## src/rtl/display_pkg.sv

```systemverilog
// display_pkg: shared types and helpers for the 7-segment scan blocks.
//   DIGIT_BLANK  : nibble the downstream decoder renders as all-segments-off.
//   MAX_DIGITS   : largest digit count any scanner instance supports.
//   bcd_t        : one BCD nibble.
//   onehot_digit : digit index -> one-hot enable vector (MAX_DIGITS wide).
package display_pkg;

  localparam int         MAX_DIGITS  = 8;
  localparam logic [3:0] DIGIT_BLANK = 4'hF;

  typedef logic [3:0] bcd_t;

  function automatic logic [MAX_DIGITS-1:0] onehot_digit(
    input logic [$clog2(MAX_DIGITS)-1:0] idx
  );
    logic [MAX_DIGITS-1:0] oh;
    oh      = '0;
    oh[idx] = 1'b1;
    return oh;
  endfunction

endpackage

```

## src/rtl/scan_prescaler.sv

```systemverilog
// scan_prescaler: per-digit dwell counter.
//   clk, rst_n : clock, asynchronous active-low reset.
//   en         : count enable; low clears the count so the next dwell is full.
//   tick       : high on the last cycle of a SCAN_DIV-cycle dwell.
module scan_prescaler #(
  parameter int SCAN_DIV = 1000
) (
  input  logic clk,
  input  logic rst_n,
  input  logic en,
  output logic tick
);

  localparam int PW = $clog2(SCAN_DIV);
  localparam logic [PW-1:0] LAST = PW'(SCAN_DIV - 1);

  logic [PW-1:0] pcnt;

  assign tick = en && (pcnt == LAST);

  always_ff @(posedge clk or negedge rst_n) begin
    if (!rst_n)      pcnt <= '0;
    else if (!en)    pcnt <= '0;
    else if (tick)   pcnt <= '0;
    else             pcnt <= pcnt + PW'(1);
  end

endmodule

```

## src/rtl/bcd_digit_scanner.sv

```systemverilog
// bcd_digit_scanner: time-multiplexed scan controller for an N-digit
// common-segment 7-segment display.
//   clk, rst_n  : clock, asynchronous active-low reset.
//   en          : scan enable (registered into 'active').
//   load        : latch value_in into the shadow register.
//   value_in    : packed BCD, nibble i = digit i (digit 0 least significant).
//   bcd_out     : nibble of the active digit, 4'hF when idle/blanked.
//   digit_sel   : one-hot digit enable, all zero when idle.
//   digit_idx   : index of the current digit.
//   frame_done  : one-cycle pulse when the scan wraps back to digit 0.
// Optional build macro BCD_SCAN_LZB_EN enables leading-zero blanking.
// All outputs decode from registered state only.
module bcd_digit_scanner
  import display_pkg::*;
#(
  parameter int NUM_DIGITS = 4,
  parameter int SCAN_DIV   = 1000
) (
  input  logic                          clk,
  input  logic                          rst_n,
  input  logic                          en,
  input  logic                          load,
  input  logic [4*NUM_DIGITS-1:0]       value_in,
  output logic [3:0]                    bcd_out,
  output logic [NUM_DIGITS-1:0]         digit_sel,
  output logic [$clog2(NUM_DIGITS)-1:0] digit_idx,
  output logic                          frame_done
);

  localparam int IW = $clog2(NUM_DIGITS);
  localparam int XW = $clog2(MAX_DIGITS);
  localparam logic [IW-1:0] LAST_IDX = IW'(NUM_DIGITS - 1);

  logic [NUM_DIGITS-1:0][3:0] shadow;
  logic [IW-1:0]              idx;
  logic                       active;
  logic                       frame_done_q;
  logic                       tick;
  logic                       digit_blank;
  logic [XW-1:0]              idx_ext;

  // The dwell counter only runs while a digit is actually on the display,
  // so the first digit after enable/reset gets the same SCAN_DIV cycles
  // as every other digit (active lags en by one cycle).
  scan_prescaler #(.SCAN_DIV(SCAN_DIV)) u_presc (
    .clk   (clk),
    .rst_n (rst_n),
    .en    (en && active),
    .tick  (tick)
  );

  always_ff @(posedge clk or negedge rst_n) begin
    if (!rst_n) begin
      shadow       <= '0;
      idx          <= '0;
      active       <= 1'b0;
      frame_done_q <= 1'b0;
    end else begin
      active       <= en;
      if (load) shadow <= value_in;
      if (tick) idx <= (idx == LAST_IDX) ? '0 : idx + IW'(1);
      frame_done_q <= tick && (idx == LAST_IDX);
    end
  end

`ifdef BCD_SCAN_LZB_EN
  // lz[i]: nibbles i..NUM_DIGITS-1 are all zero. Digit 0 is never blanked.
  logic [NUM_DIGITS:1]   lz;
  logic [NUM_DIGITS-1:0] blank;

  assign lz[NUM_DIGITS] = 1'b1;
  assign blank[0]       = 1'b0;

  for (genvar i = 1; i < NUM_DIGITS; i++) begin : g_lz
    assign lz[i]    = lz[i+1] && (shadow[i] == 4'h0);
    assign blank[i] = lz[i];
  end

  assign digit_blank = blank[idx];
`else
  assign digit_blank = 1'b0;
`endif

  always_comb begin
    idx_ext          = '0;
    idx_ext[IW-1:0]  = idx;
    digit_sel        = '0;
    bcd_out          = DIGIT_BLANK;
    if (active) begin
      digit_sel = NUM_DIGITS'(onehot_digit(idx_ext));
      bcd_out   = digit_blank ? DIGIT_BLANK : shadow[idx];
    end
  end

  assign digit_idx  = idx;
  assign frame_done = frame_done_q;

endmodule

```

## config.mk

```make
export PLATFORM = sky130hd
export DESIGN_NAME = bcd_digit_scanner
export DESIGN_NICKNAME = d
export VERILOG_FILES = /design/src/rtl/display_pkg.sv /design/src/rtl/scan_prescaler.sv /design/src/rtl/bcd_digit_scanner.sv
export SDC_FILE = /design/constraint.sdc
export NUM_CORES = 1
export LEC_CHECK = 0
export ABC_AREA = 1
export CORE_ASPECT_RATIO = 1.4
export CORE_UTILIZATION = 50
export CTS_CLUSTER_DIAMETER = 30
export DETAILED_ROUTE_END_ITERATION = 16
export PLACE_DENSITY = 0.78
export SYNTH_ARGS = -nofsm -noshare
export SYNTH_HDL_FRONTEND = slang
export SYNTH_HIERARCHICAL = 1
export SYNTH_SLANG_ARGS = --single-unit
export TNS_END_PERCENT = 30
```

## constraint.sdc

```tcl
create_clock -name clk -period 1.64 [get_ports clk]
set_clock_uncertainty 0.2 [all_clocks]
set_input_delay 0.246 -clock clk [delete_from_list [all_inputs] [get_ports clk]]
set_output_delay 0.246 -clock clk [all_outputs]
set_load 0.05 [all_outputs]
```

==> run metrics <==
sequential fraction of the synthesis area 0.493; Area growth, synth to finish 47.2%; #FFs+latches synth 30; Ant. Diodes 0; Clk network pwr share 0.367; Cell Rows 23; hpwl dp 2280 µm; Core Util, Final 0.779; R2R setup slack 0.01 ns; CP startpoint kind flop; RR Endpoint digit_idx[1]$_DFFE_PN0P_; Clock Tree Root clkbuf_8; setup TNS -1.29 ns; Iter 0 DRT Violations 60; Period minus WS final 1.85 ns; CP required 1.19 ns; Internal 1.24 mW; WL/cell 12.9 µm; CP max FO 7; share of layout cells above drive strength 1 0.291; Nets 258; vias per cell 5.06; total gr overflow 0; Crit Path Class reg -> out; outcome finished with violations; drt drc 0; Initial Utilization 0.529; Hold Crit Class in -> async; max cap viols 0; unrepaired setup endpoints after global routing true; area fraction of the dominant cell type after synthesis 0.493; Placed Cells 258; leading area contributor after synthesis dfrtp_1; Clock Path Buffers 2; count of different cell masters after synthesis 23; Die Wd 48.6 µm; initial antenna violation count 0; non-filler instance count after layout 271; ranking of synthesized cells by area dfrtp_1 49%, nand2_1 14%, inv_1 7.4%; Power Density 739 nW/µm²; Worst R2R Start u_presc/pcnt[0]$_DFF_PN0_; I/O Buffers 30; Overall Global Routing Usage 0.241; net switching fraction of the power 0.254; Pleak 1.07 nW; IO Pins 31; Hold-fix buffers, CTS 0; Clock transition at path regs 0.06 ns; worst reg-to-reg path cell count 7; syn avg cell area 8.06 µm²; combinational share of power 0.146; clock sink total 30; sequential share of power 0.486; Yosys warnings 6; Peak supply drop 0.694 mV; H-tree depth 2; TritonCTS clock tree yes; number of global-route vias before repair 1,329; Max Slew Vio Count 0; syn_nets 214; Mapped Area 1520 µm²; failing checks negative setup slack; DIE AREA 3270 µm²; worst-skew pair later-pin latency 0.28 ns; Final setup viols 9; Vias 1,372; Post-DRT Antenna Nets 0; Final Hold Fails 0; Die H 67.3 µm; Max Fclk 540 MHz; arrival time worst endpoint 1.41 ns; GPL Wtd Cong 0.787; Pre-Repair DR Iteration Count 4; part of the cycle the worst path needs 1.13; Post-Route WL 3490 µm; fillers 186; Worst-Margin Slew 0.383 ns; Core Area 2880 µm²; total CTS buffers 5; Syn Inst Count 189; pin count of the biggest net entering global routing 33; Setup WS post-layout -0.213 ns; P_sw 0.420 mW; global-route wire length before repair 5710 µm; Final Hold Slack 0.148 ns; kind of end point of the critical path primary output; max_slew headroom 0.745
## timing repair
item / 4_1_cts / 5_1_grt
gates resized for setup: 24 / 6
endpoints found under the setup margin: 9 / 9
gates cloned: 1 / 0
pin swaps: 12 / 3
buffers inserted: 4 / 0
## Yosys cell counts, drive strengths merged
master and count:
nand2 60, inv 31, dfrtp 30, o21ai 18, nor2 16, nand3 15, buf 5, ha 5
a21oi 3, nand4 1, nor3 1, nor3b 1, o21bai 1, xnor2 1, xor2 1
## worst max path at each step
stage / start / cells past startpoint / endpoint / slack (ns)
floorplan: digit_idx[0]$_DFFE_PN0P_ / 6 / bcd_out[2] / -0.06
global placement: en / 8 / digit_idx[1]$_DFFE_PN0P_ / -0.01
detailed placement: en / 9 / digit_idx[0]$_DFFE_PN0P_ / -0.09
CTS: digit_idx[0]$_DFFE_PN0P_ / 6 / bcd_out[0] / -0.15
global route: digit_idx[0]$_DFFE_PN0P_ / 6 / bcd_out[0] / -0.26
finish: digit_idx[0]$_DFFE_PN0P_ / 6 / bcd_out[0] / -0.21
## registers in the layout, indices dropped and copies added, names as in the netlist
| signal | cells |
|---|---|
| active | 1 |
| digit_idx | 2 |
| frame_done | 1 |
| shadow | 16 |
| u_presc/pcnt | 10 |
## logic make-up (layout without fill, tap and decap cells)
logic type                 Yosys count  in the layout  synth area share
adders and majority gates            5              5            0.0411
DFF                                 30             30             0.493
AOI/OAI and AO/OA                   22             22            0.0740
and+or+nand+nor                     94             94             0.277
xor gates and xnor gates             2              2            0.0115
buffers and inverters               36             81             0.104
## critical path: stages, from the launching register on
cell     delay (ns)
dfrtp_2        0.50
buf_6          0.17
nand2_1        0.05
nand3_1        0.09
nand2_2        0.10
nand2_2        0.06
buf_12         0.15
## final cells by class
class,count,area (µm²),area share
repair inverters,1,6.26,0.00279
inverters,31,128,0.0570
clock buffers,7,86.3,0.0385
multi-input cells,123,692,0.309
flip-flops and latches,30,753,0.336
repair buffers,41,524,0.234
clock inverters,1,5.00,0.00223
well taps,37,46.3,0.0207
## power by group through the flow
stage	combinational [mW]	sequential (mW)	clock, mW
2_1_floorplan	0.109	0.808	0
3_3_place_gp	0.225	0.813	0
3_5_place_dp	0.230	0.814	0
4_1_cts	0.239	0.804	0.620
5_1_grt	0.268	0.808	0.670
6_report	0.242	0.806	0.608
## cell usage in the layout (no fill, tap or decap), drive strengths merged
master / instances
clkinvlp: 1
a21oi: 3
nor2: 16
clkdlybuf4s50: 19
clkinv: 1
nor3: 1
nand2: 60
xnor2: 1
nand4: 1
ha: 5
o21bai: 1
nor3b: 1
o21ai: 18
buf: 22
dfrtp: 30
nand3: 15
clkbuf: 7
xor2: 1
inv: 31
## per-layer routing
layer  global-route usage  vias to the layer above  part of all wire
met2                0.441                       36              0.56
li1                     -                      672                 -
met3               0.0698                        5             0.042
met4                0.125                        0             0.017
met5                    0                        -                 0
met1                0.252                      659              0.38
## per-stage QoR
stage,setup slack [ns],instance area (µm²),power (mW)
global route,-0.265,2240,1.75
finish,-0.213,2240,1.66
floorplan,-0.0638,1540,0.917
global placement,-0.0139,2020,1.04
detailed placement,-0.0912,2020,1.04
CTS,-0.154,2220,1.66
No activity file was read; power rests on OpenSTA's default activity.
